## config.mk

```make
export PLATFORM = sky130hd
export DESIGN_NAME = nibble_serial_addsub_ctrl
export DESIGN_NICKNAME = d
export VERILOG_FILES = /design/src/rtl/nibble_addsub_pkg.sv /design/src/rtl/addsub_nibble.sv /design/src/rtl/nibble_serial_addsub_ctrl.sv
export SDC_FILE = /design/constraint.sdc
export NUM_CORES = 1
export LEC_CHECK = 0
export BUFFER_PORTS_ARGS = -buffer_cell sky130_fd_sc_hd__buf_2
export CAP_MARGIN = 20
export CORE_MARGIN = 2
export CORE_UTILIZATION = 50
export DETAILED_ROUTE_END_ITERATION = 8
export GPL_TIMING_DRIVEN = 1
export PLACE_DENSITY_LB_ADDON = 0.3
export SLEW_MARGIN = 20
export SYNTH_ARGS = -nofsm -noshare
export SYNTH_HDL_FRONTEND = slang
export SYNTH_SLANG_ARGS = --single-unit
```

## constraint.sdc

```tcl
create_clock -name clk -period 4.2 [get_ports clk]
set_input_delay 0.63 -clock clk [delete_from_list [all_inputs] [get_ports clk]]
set_output_delay 0.63 -clock clk [all_outputs]
set_load 0.005 [all_outputs]
```

## src/rtl/nibble_addsub_pkg.sv

```systemverilog
// Shared encodings for the nibble-serial add/sub sequencer and its 4-bit slice.
package nibble_addsub_pkg;

  localparam int NIBBLE_W = 4;

  localparam logic [1:0] ST_IDLE = 2'd0;
  localparam logic [1:0] ST_RUN  = 2'd1;
  localparam logic [1:0] ST_DONE = 2'd2;

  localparam logic OP_ADD = 1'b0;
  localparam logic OP_SUB = 1'b1;

endpackage

```

## src/rtl/addsub_nibble.sv

```systemverilog
// Combinational 4-bit ripple add/sub slice: s = a + (b ^ {4{sub}}) + cin.
// Exposes the carry into bit 3 so the caller can derive signed overflow.
module addsub_nibble
  import nibble_addsub_pkg::*;
(
  input  logic [NIBBLE_W-1:0] a,
  input  logic [NIBBLE_W-1:0] b,
  input  logic                sub,
  input  logic                cin,
  output logic [NIBBLE_W-1:0] s,
  output logic                c3,
  output logic                c4
);

  logic [NIBBLE_W:0]   c;
  logic [NIBBLE_W-1:0] bx;

  assign c[0] = cin;

  for (genvar i = 0; i < NIBBLE_W; i++) begin : g_fa
    assign bx[i]  = b[i] ^ sub;
    assign s[i]   = a[i] ^ bx[i] ^ c[i];
    assign c[i+1] = (a[i] & bx[i]) | (c[i] & (a[i] ^ bx[i]));
  end

  assign c3 = c[NIBBLE_W-1];
  assign c4 = c[NIBBLE_W];

endmodule

```

## src/rtl/nibble_serial_addsub_ctrl.sv

```systemverilog
// W-bit add/sub by reusing one 4-bit slice LSB nibble first; done NIBBLES+1 cycles after start.
// start is only honoured in IDLE or DONE; a start while busy is dropped, not queued.
module nibble_serial_addsub_ctrl
  import nibble_addsub_pkg::*;
#(
  parameter int NIBBLES = 4
) (
  input  logic                 clk,
  input  logic                 rst,
  input  logic                 start,
  input  logic                 op,
  input  logic [4*NIBBLES-1:0] a,
  input  logic [4*NIBBLES-1:0] b,
  output logic                 busy,
  output logic                 done,
  output logic [4*NIBBLES-1:0] result,
  output logic                 cout,
  output logic                 ovf
);

  localparam int IW = (NIBBLES > 1) ? $clog2(NIBBLES) : 1;
  localparam logic [IW-1:0] LAST = IW'(NIBBLES - 1);

  logic [1:0]                         state;
  logic [NIBBLES-1:0][NIBBLE_W-1:0]   a_reg;
  logic [NIBBLES-1:0][NIBBLE_W-1:0]   b_reg;
  logic [NIBBLES-1:0][NIBBLE_W-1:0]   res_reg;
  logic                               op_reg;
  logic                               carry_reg;
  logic [IW-1:0]                      idx;
  logic [NIBBLE_W-1:0]                s;
  logic                               c3;
  logic                               c4;

  addsub_nibble u_slice (
    .a   (a_reg[idx]),
    .b   (b_reg[idx]),
    .sub (op_reg),
    .cin (carry_reg),
    .s   (s),
    .c3  (c3),
    .c4  (c4)
  );

  always_ff @(posedge clk) begin
    if (rst) begin
      state     <= ST_IDLE;
      a_reg     <= '0;
      b_reg     <= '0;
      res_reg   <= '0;
      op_reg    <= 1'b0;
      carry_reg <= 1'b0;
      idx       <= '0;
      cout      <= 1'b0;
      ovf       <= 1'b0;
    end else begin
      case (state)
        ST_IDLE, ST_DONE: begin
          if (start) begin
            a_reg     <= a;
            b_reg     <= b;
            op_reg    <= op;
            // Subtract is A + ~B + 1: the +1 enters as the initial carry.
            carry_reg <= op;
            idx       <= '0;
            state     <= ST_RUN;
          end else begin
            state <= ST_IDLE;
          end
        end
        ST_RUN: begin
          res_reg[idx] <= s;
          carry_reg    <= c4;
          if (idx == LAST) begin
            cout  <= c4;
            ovf   <= c3 ^ c4;
            state <= ST_DONE;
          end else begin
            idx <= idx + 1'b1;
          end
        end
        default: state <= ST_IDLE;
      endcase
    end
  end

  assign busy   = (state == ST_RUN);
  assign done   = (state == ST_DONE);
  assign result = res_reg;

endmodule

```

* Word-level counts from Yosys, hierarchy flattened
Index checks and enable logic that the tools add are counted.
Cells by class: $add $sub $neg 1, order comparisons 2, equality and inequality tests 6, muxes and demuxes 15, bitwise operators 25, reduce and logical (&&, ||, !) cells 8
Operators with widths (count):
- $bmux 4 s2 | 2
- $bwmux 16 | 1
- $xor 1x1->1 | 13
- $mux 4 | 3
- $and 1x1->1 | 8
- $demux 4 s2 | 1
- $pmux 2 s2 | 2
- $mux 2 | 3
- $reduce_and 2->1 | 3
- $eq 2x2->1 const B | 2
- $ne 2x2->1 const B | 2
- $or 1x1->1 | 4
- $lt 2x3->1 const B | 1
- $reduce_and 3->1 | 1
- $add 2x1->2 const B | 1
- $eq 2x1->1 const B | 1
- $ge 2x1->1 const B | 1
- $logic_not 2->1 | 1
- $mux 1 | 2
- $ne 2x1->1 const B | 1
- $pmux 1 s2 | 1
- $reduce_bool 2->1 | 1
- $reduce_or 2->1 | 1
- $logic_and 1x1->1 | 1
Word-level totals: register bits 56, input port bits 36, output and inout bits 20, logic and storage cells 75

* Longest topological paths before layout
Gate-level depths: netlist of the first run.
depth after elaboration 13, gate-level depth with buffers 13, gate-level depth less buffers 12

* Modules after synthesis
A second synthesis of the first run with hierarchy kept.
Unflattened totals: cell total of the unflattened synthesis 280, area, all modules 2416.1 um2
Modules (own cells, without submodules):
- nibble_serial_addsub_ctrl | instances 1, cells each 264, area each 2270.9 um2, sequential area each 1121.1 um2
- addsub_nibble | instances 1, cells each 16, area each 145.1 um2, sequential area each 0.0 um2

* Least setup slack after synthesis of the first run
Ideal clock, no wire load.
kind register to register, from register idx[1], to register res_reg, in the netlist result[11], library setup time 0.128 ns, arrival 2.826 ns, data required time 4.072 ns, path slack 1.246 ns, cell stages (with the launch flop) 13, buffers on the path 1, period minus slack after synthesis 2.954 ns, cells stage by stage dfxtp_1 > buf_6 > mux4_2 > xnor2_1 > fa_1 > inv_1 > fa_1 > inv_1 > fa_1 > inv_1 > fa_1 > mux2i_1 > nor2_1
Between the ends: cells in the longest elaborated chain, start to end 12, elaborated cells between the ends (all ways) 28, classes of those cells 2 x order compare; 7 x mux; 18 x bitwise; 1 x reduce/logical
RTL lines:
- from (decl) | line nibble_serial_addsub_ctrl.sv:30 | logic [IW-1:0] idx;
- from (signal assigned) | line nibble_serial_addsub_ctrl.sv:79 | idx <= idx + 1'b1;
- $bmux 4 s2 | line nibble_serial_addsub_ctrl.sv:37 | .b (b_reg[idx]),
- $mux 4 (not written as such) | line nibble_serial_addsub_ctrl.sv:37
- $xor 1x1->1 | line addsub_nibble.sv:21 | assign bx[i] = b[i] ^ sub;
- $xor 1x1->1 | line addsub_nibble.sv:23 | assign c[i+1] = (a[i] & bx[i]) | (c[i] & (a[i] ^ bx[i]));
- $and 1x1->1 | line addsub_nibble.sv:23
- $or 1x1->1 | line addsub_nibble.sv:23
- $and 1x1->1 | line addsub_nibble.sv:23
- $or 1x1->1 | line addsub_nibble.sv:23
- $and 1x1->1 | line addsub_nibble.sv:23
- $or 1x1->1 | line addsub_nibble.sv:23
- $xor 1x1->1 (*) | line addsub_nibble.sv:22 | assign s[i] = a[i] ^ bx[i] ^ c[i];
- via s[3] | line nibble_serial_addsub_ctrl.sv:31 | logic [NIBBLE_W-1:0] s;
- $bwmux 16 (*) | line nibble_serial_addsub_ctrl.sv:72 | res_reg[idx] <= s;
- to (signal, indexed assignment) | line nibble_serial_addsub_ctrl.sv:72
- to (decl) | line nibble_serial_addsub_ctrl.sv:27 | logic [NIBBLES-1:0][NIBBLE_W-1:0] res_reg;
Mark *: on every way through the listed nets, which the timed path passes. The rest lies on a longest branch. The select of a mux whose other input is x is not followed. A chain may end at the register's enable or synchronous reset.

* Final worst setup path of the first run
from register idx[1], to register res_reg, in the netlist result[3]
Same word-level chain as after synthesis.

==> results of run 1 <==
-- cell type report --
class | instances | area [um^2]
multi-input cells | 176 | 1146
inverters | 8 | 30.03
well taps | 54 | 67.56
fillers | 434 | 1918
repair buffers | 58 | 297.8
clock inverters | 2 | 38.79
flip-flops and latches | 56 | 1121
clock buffers | 6 | 72.57
-- cells by family (layout without fill, tap and decap cells) --
logic type	count (synthesis)	count (layout)	share of synthesized area (%)
adder cells (fa/ha/maj)	8	8	5.397
AND/OR/NAND/NOR	100	100	18.01
multiplexers	18	18	11.62
AO/OA/AOI/OAI	45	45	10.38
buffers and inverters	29	74	6.279
flip-flops	56	56	46.50
XOR/XNOR	5	5	1.817
-- Yosys cell counts (2+ instances only) --
| cell type | count | area (um^2) |
|---|---|---|
| fa_1 | 4 | 80.08 |
| buf_4 | 5 | 37.54 |
| buf_2 | 7 | 35.03 |
| buf_6 | 2 | 22.52 |
| xor2_1 | 2 | 17.52 |
| nor2b_1 | 4 | 25.02 |
| dfxtp_1 | 56 | 1121 |
| nand3_1 | 2 | 10.01 |
| a211oi_1 | 8 | 60.06 |
| mux2i_1 | 10 | 100.1 |
| a21oi_1 | 35 | 175.2 |
| clkbuf_1 | 7 | 26.28 |
| nand2_1 | 67 | 251.5 |
| and3b_1 | 4 | 35.03 |
| nor2_1 | 18 | 67.56 |
| xnor2_1 | 3 | 26.28 |
| inv_1 | 7 | 26.28 |
| mux4_2 | 8 | 180.2 |
| ha_1 | 4 | 50.05 |
-- per-stage QoR --
| stage | power (mW) | util [%] | area [um^2] | setup WS, ns |
|---|---|---|---|---|
| floorplan | 0.6949 | - | 2411 | 1.246 |
| global placement | 0.7332 | 56.64 | 2658 | 1.133 |
| detailed placement | 0.7368 | 56.64 | 2658 | 1.069 |
| CTS | 1.085 | 59.01 | 2769 | 1.046 |
| global route | 1.127 | 59.12 | 2774 | 0.9307 |
| finish | 1.077 | 59.12 | 2774 | 1.071 |
-- placed cells by master (no fill, tap or decap), types with 4 or more instances in the layout --
cell type,n
a21oi_1,35
fa_1,4
nand2_1,67
nor2_1,18
ha_1,4
and3b_1,4
a211oi_1,8
mux2i_1,10
dfxtp_1,56
clkbuf_8,5
mux4_2,8
inv_1,7
buf_2,55
-- path summary, 6_finish.rpt --
path / end / slack (ns) / cells past startpoint
setup / recovery: result[3] / 1.07 / 12
hold / removal: a_reg[2] / 0.46 / 2
setup reg to reg: result[3] / 1.07 / 12
hold reg to reg: a_reg[2] / 0.46 / 2
-- report_power, final --
group	leakage, nW	switching (mW)	internal, mW
Combinational	0.656	0.0799	0.0683
Sequential	0.458	0.0174	0.558
Clock	0.0558	0.173	0.180
Total	1.17	0.270	0.807
-- critical path: stages, from the launching register on --
cell,delay [ns]
dfxtp_1,0.32
buf_4,0.19
mux4_2,0.52
xnor2_1,0.15
fa_1,0.37
inv_1,0.08
fa_1,0.16
inv_1,0.05
fa_1,0.40
inv_1,0.10
fa_1,0.44
mux2i_1,0.16
nor2_1,0.05
-- metal layers --
metal / global-route usage [%] / vias to the layer above
met1: 23.80 / 814
met4: 6.869 / 0
met5: 0 / -
met3: 3.978 / 7
li1: - / 950
met2: 31.55 / 43
==> run_results.csv, run 1 <==
group,metric,value,unit
status,outcome,"completed",
routing,wl_met1,2119,um
power_and_ir_drop,p_leak,1.170,nW
placed_design,numPortBuffers,55,
routing,drtAntennaViolNets,0,
grt,overflow,0,
routing,routedWlPerCell,12.63,um
routing,dr_wl_met3,193,um
timing,period_needed,3.129,ns
clock_network,post-cts-setup-buffers,0,
finish,final_cells,360,
logic_synthesis,yosysSeqAreaShare,46.50,%
logic_synthesis,netlist_area,2411,um^2
routing,drt-total-wl,4548,um
logic_synthesis,ys_types,27,
timing,worst_clock_skew,0.007033,ns
placed_design,gp_congestion,0.7662,
clock_network,cts-buffers-inserted,5,
flow_run,max_cap_violations,0,
timing,slew_headroom,33.55,%
floorplanning,start_util,51.39,%
grt,grt_first_pass_wirelength,7803,um
logic_synthesis,avgSynthCellArea,9.238,um^2
critical_path,worstSetupPathType,"reg2reg",
critical_path,startpoint_type,"flip-flop",
logic_synthesis,yosys_warnings,0,
timing,hold_violations,0,
routing,firstDrtPassIters,4,
clock_network,cts_resized,0,
floorplanning,rows,25,
floorplanning,die_area,5393,um^2
routing,drt_iter0_markers,64,
min_path,hold_path_startpoint,"a_reg[2]",
critical_path,required,4.37,ns
clock_network,clock_path_buffers,2,
logic_synthesis,ys_seq_elements,56,
clock_network,cts_root_buf,"clkbuf_8",
clock_network,htreeDepth,2,
clock_network,insertion_delay,0.31,ns
logic_synthesis,synthArstFlopShare,0,%
timing,fin_setup_tns,0,ns
power_and_ir_drop,power_per_cell_area,388.1,nW/um^2
finish,antenna_cells,0,
grt,grt_max_degree,57,
power_and_ir_drop,ir_drop,0.2279,mV
logic_synthesis,synth_nets,305,
routing,dr.max_layer_used,"met4",
critical_path,end_kind,"flip-flop",
logic_synthesis,synth_edf_count,0,
grt,track_usage,18.80,%
floorplanning,die_h,73.44,um
timing,grt_setup_unrepaired,"false",
grt,grt_pass1_vias,1765,
timing,slew_viol_final,0,
finish,drive_gt1_share,25.16,%
timing,whs,0.4607,ns
critical_path,critPathArrivalTime,3.30,ns
timing,timing.fmax,319.6,MHz
critical_path,crit_start,"idx[1]",
min_path,hold_class,"reg2reg",
grt,antenna_found_initial,0,
clock_network,clkTransAtPathRegs,0.10,ns
routing,via_per_inst,5.039,
routing,drcViolationCount,0,
routing,wl_met2,2159,um
timing,tightest_slew,0.9968,ns
floorplanning,die_w,73.44,um
timing,finalSetupViolations,0,
critical_path,crit_fanout,12,
logic_synthesis,synth_ff_type,"dfxtp_1",
floorplanning,coreArea,4692,um^2
clock_network,cts_hold_buf,0,
floorplanning,io_pins,56,
placed_design,dp_cells,352,
routing,dr_total_vias,1814,
placed_design,hpwlAfterDp,3184,um
clock_network,cts.sinks,56,
timing,finalCritPeriodShare,74.49,%
finish,area_growth,15.05,%
logic_synthesis,postSynthCellCount,261,
finish,layout.nets,349,
clock_network,cts_tree,"yes",
critical_path,r2r-start,"idx[1]",
(Power assumes the default switching activity.)
==> run 2, diff against run 1 <==
--- a/config.mk
+++ b/config.mk
@@ -5,6 +5,7 @@
 export SDC_FILE = /design/constraint.sdc
 export NUM_CORES = 1
 export LEC_CHECK = 0
+export ABC_AREA = 1
 export BUFFER_PORTS_ARGS = -buffer_cell sky130_fd_sc_hd__buf_2
 export CAP_MARGIN = 20
 export CORE_MARGIN = 2
==> constraint.sdc (replaced) <==
create_clock -name clk -period 3.04 [get_ports clk]
set_input_delay 0.456 -clock clk [delete_from_list [all_inputs] [get_ports clk]]
set_output_delay 0.456 -clock clk [all_outputs]
set_load 0.005 [all_outputs]
==> run 2 against run 1 <==
Compared with the run above:
- sequential share of layout area is 2.9 points lower
- die area is 7.6% higher
- cell count is 29% higher
- highest routed layer unchanged
==> run_results.csv, run 2 <==
group,metric,value,unit
finish,antenna_cells,0,
finish,layout_common_cells,"78 x nor2_1, 55 x dfxtp_1, 55 x buf_2",
critical_path,crit_path_end,"result[3]",
timing,finalSetupViolations,0,
floorplanning,coreArea,5075,um^2
timing,period_needed,2.821,ns
floorplanning,start_util,51.36,%
clock_network,insertion_delay,0.31,ns
routing,drt-total-wl,5839,um
clock_network,htreeDepth,2,
critical_path,required,3.25,ns
critical_path,r2r-end,"result[3]",
routing,drt_iter0_markers,128,
logic_synthesis,ys_seq_elements,56,
critical_path,r2r-start,"idx[1]",
flow_run,max_cap_violations,0,
clock_network,post-cts-setup-buffers,0,
logic_synthesis,ys_top_cells_by_area,"dfxtp_1 43%, nor2_1 11%, o21ai_0 9.4%",
placed_design,dp_cells,457,
finish,stdcell_area,2992,um^2
critical_path,path_common_cell,"fa_1",
critical_path,worstSetupPathType,"reg2reg",
logic_synthesis,ys_types,24,
logic_synthesis,yosys_warnings,0,
routing,routedWlPerCell,12.56,um
logic_synthesis,synth_nets,386,
placed_design,placed_cell_area,2861,um^2
finish,utilization,58.95,%
floorplanning,die_w,76.20,um
timing,hold_violations,0,
floorplanning,die_h,76.20,um
critical_path,crit_start,"idx[1]",
routing,drtAntennaViolNets,0,
clock_network,cts_root_buf,"clkbuf_8",
floorplanning,io_pins,56,
routing,via_per_inst,4.991,
power_and_ir_drop,ir_drop,0.2912,mV
logic_synthesis,synth_edf_count,0,
placed_design,gp_congestion,0.8451,
timing,worst_clock_skew,0.006800,ns
critical_path,worstPathCellList,"clkinv_1, nand3_1, nand2_1, nand2_1, nand2_1, fa_1, inv_1, fa_1, inv_1, fa_1, inv_1, fa_1, nor2_1, nor2_1",
min_path,hold_class,"in2reg",
logic_synthesis,yosys.area.top_type_share,43.01,%
timing,tightest_slew,0.5083,ns
logic_synthesis,yosysMostFrequentCell,"nor2_1",
critical_path,crit_fanout,7,
timing,timing.fmax,354.4,MHz
logic_synthesis,avgSynthCellArea,7.621,um^2
logic_synthesis,yosysSeqAreaShare,43.01,%
grt,grt_max_degree,39,
critical_path,reg2reg_depth,14,
grt,antenna_found_initial,0,
clock_network,cts_tree,"yes",
grt,track_usage,21.38,%
clock_network,cts-buffers-inserted,5,
critical_path,crit_slowest_cell,"fa_1",
critical_path,startpoint_type,"flip-flop",
timing,slew_viol_final,0,
clock_network,clkTransAtPathRegs,0.09,ns
placed_design,hpwlAfterDp,4101,um
critical_path,end_kind,"flip-flop",
logic_synthesis,synth_ff_type,"dfxtp_1",
logic_synthesis,synth_common_cells,"78 x nor2_1, 56 x dfxtp_1, 49 x o21ai_0, 48 x nand2_1, 31 x nor2_2",
grt,grt_first_pass_wirelength,10030,um
timing,fin_setup_tns,0,ns
logic_synthesis,postSynthCellCount,342,
finish,layout_commonest_cell,"nor2_1",
grt,grt_pass1_vias,2187,
timing,slew_headroom,66.08,%
logic_synthesis,netlist_area,2606,um^2
finish,drive_gt1_share,27.09,%
logic_synthesis,yosysTopAreaCell,"dfxtp_1",
timing,grt_setup_unrepaired,"false",
routing,dr_total_vias,2321,
floorplanning,die_area,5806,um^2
clock_network,clock_path_buffers,2,
logic_synthesis,synthArstFlopShare,0,%
finish,layout.nets,438,
power_and_ir_drop,power_per_cell_area,557.5,nW/um^2
timing,finalCritPeriodShare,92.81,%
critical_path,cp_slowest_stage_delay,0.46,ns
routing,drcViolationCount,0,
power_and_ir_drop,p_leak,1.411,nW
clock_network,cts.sinks,56,
floorplanning,rows,26,
placed_design,numPortBuffers,55,
status,outcome,"completed",
finish,fillers,493,
critical_path,r2r_setup_slack,0.22,ns
critical_path,critPathArrivalTime,3.03,ns
finish,area_growth,14.79,%
grt,overflow,0,
finish,final_cells,465,
routing,firstDrtPassIters,4,
run 2: cell types whose count changed in the layout (fill, tap and decap cells not counted), moves of 19 or more:
cell,delta
nor2_2,+31
nand3_1,+21
o21ai_0,+49
nor2_1,+60
a21oi_1,-30
nand2_1,-19
run 2: worst min-delay path by stage:
stage | depth (start not counted) | end | from | slack [ns]
after global routing | 3 | a_reg[13] | a[13] | 0.39
after floorplan | 2 | a_reg[11] | a_reg[11] | 0.45
after detailed placement | 2 | cout | cout | 0.47
final | 3 | b_reg[6] | b[6] | 0.38
after global placement | 2 | a_reg[11] | a_reg[11] | 0.46
after CTS | 3 | b_reg[6] | b[6] | 0.38
run 2: power breakdown:
group | internal, mW | switching, mW | total [mW]
Sequential | 0.785 | 0.0384 | 0.823
Clock | 0.291 | 0.235 | 0.525
Combinational | 0.122 | 0.197 | 0.319
Total | 1.20 | 0.470 | 1.67
run 2: layer usage:
metal	up-vias	GRT usage [%]	routed length, um
met3	10	4.265	259
met4	0	5.818	105
met5	-	0	0
li1	1186	-	-
met2	67	36.34	2697
met1	1058	27.87	2777
run 2: logic make-up (layout without fill, tap and decap cells):
group / after synthesis / count (layout) / synth area share [%]
buffers and inverters: 34 / 87 / 8.737
adders and majority gates: 8 / 8 / 4.993
AOI/OAI and AO/OA: 60 / 60 / 11.62
and+or+nand+nor: 183 / 183 / 31.30
xor gates and xnor gates: 1 / 1 / 0.3361
DFF: 56 / 56 / 43.02
run 2: cell type report:
cell class	instances	area, um^2	share of cell area, %
repair buffers	61	320.3	10.71
multi-input cells	252	1257	42.03
flip-flops and latches	56	1122	37.52
clock inverters	1	30.03	1.004
inverters	18	77.57	2.593
clock buffers	7	96.34	3.220
well taps	70	87.58	2.928
run 2: worst max-delay path: cells and delay by family, from the launching register on:
family	cells	cell delay (ns)
buffers and inverters	4	0.43
AND/OR/NAND/NOR	6	0.57
adder cells (fa/ha/maj)	4	1.39
flip-flops	1	0.35
run 2: metrics by stage:
step	setup slack [ns]	hold WS, ns	power, mW
3_5_place_dp	0.1440	0.4657	1.152
4_1_cts	0.1038	0.3775	1.670
6_report	0.2185	0.3765	1.668
2_1_floorplan	0.3025	0.4488	1.072
5_1_grt	0.03256	0.3940	1.754
3_3_place_gp	0.3248	0.4614	1.143
run 2: what timing repair did:
item                                    in CTS  in global routing
resized for setup                            0                  2
endpoints found under the setup margin       0                  6
hold buffers                                 0                  0
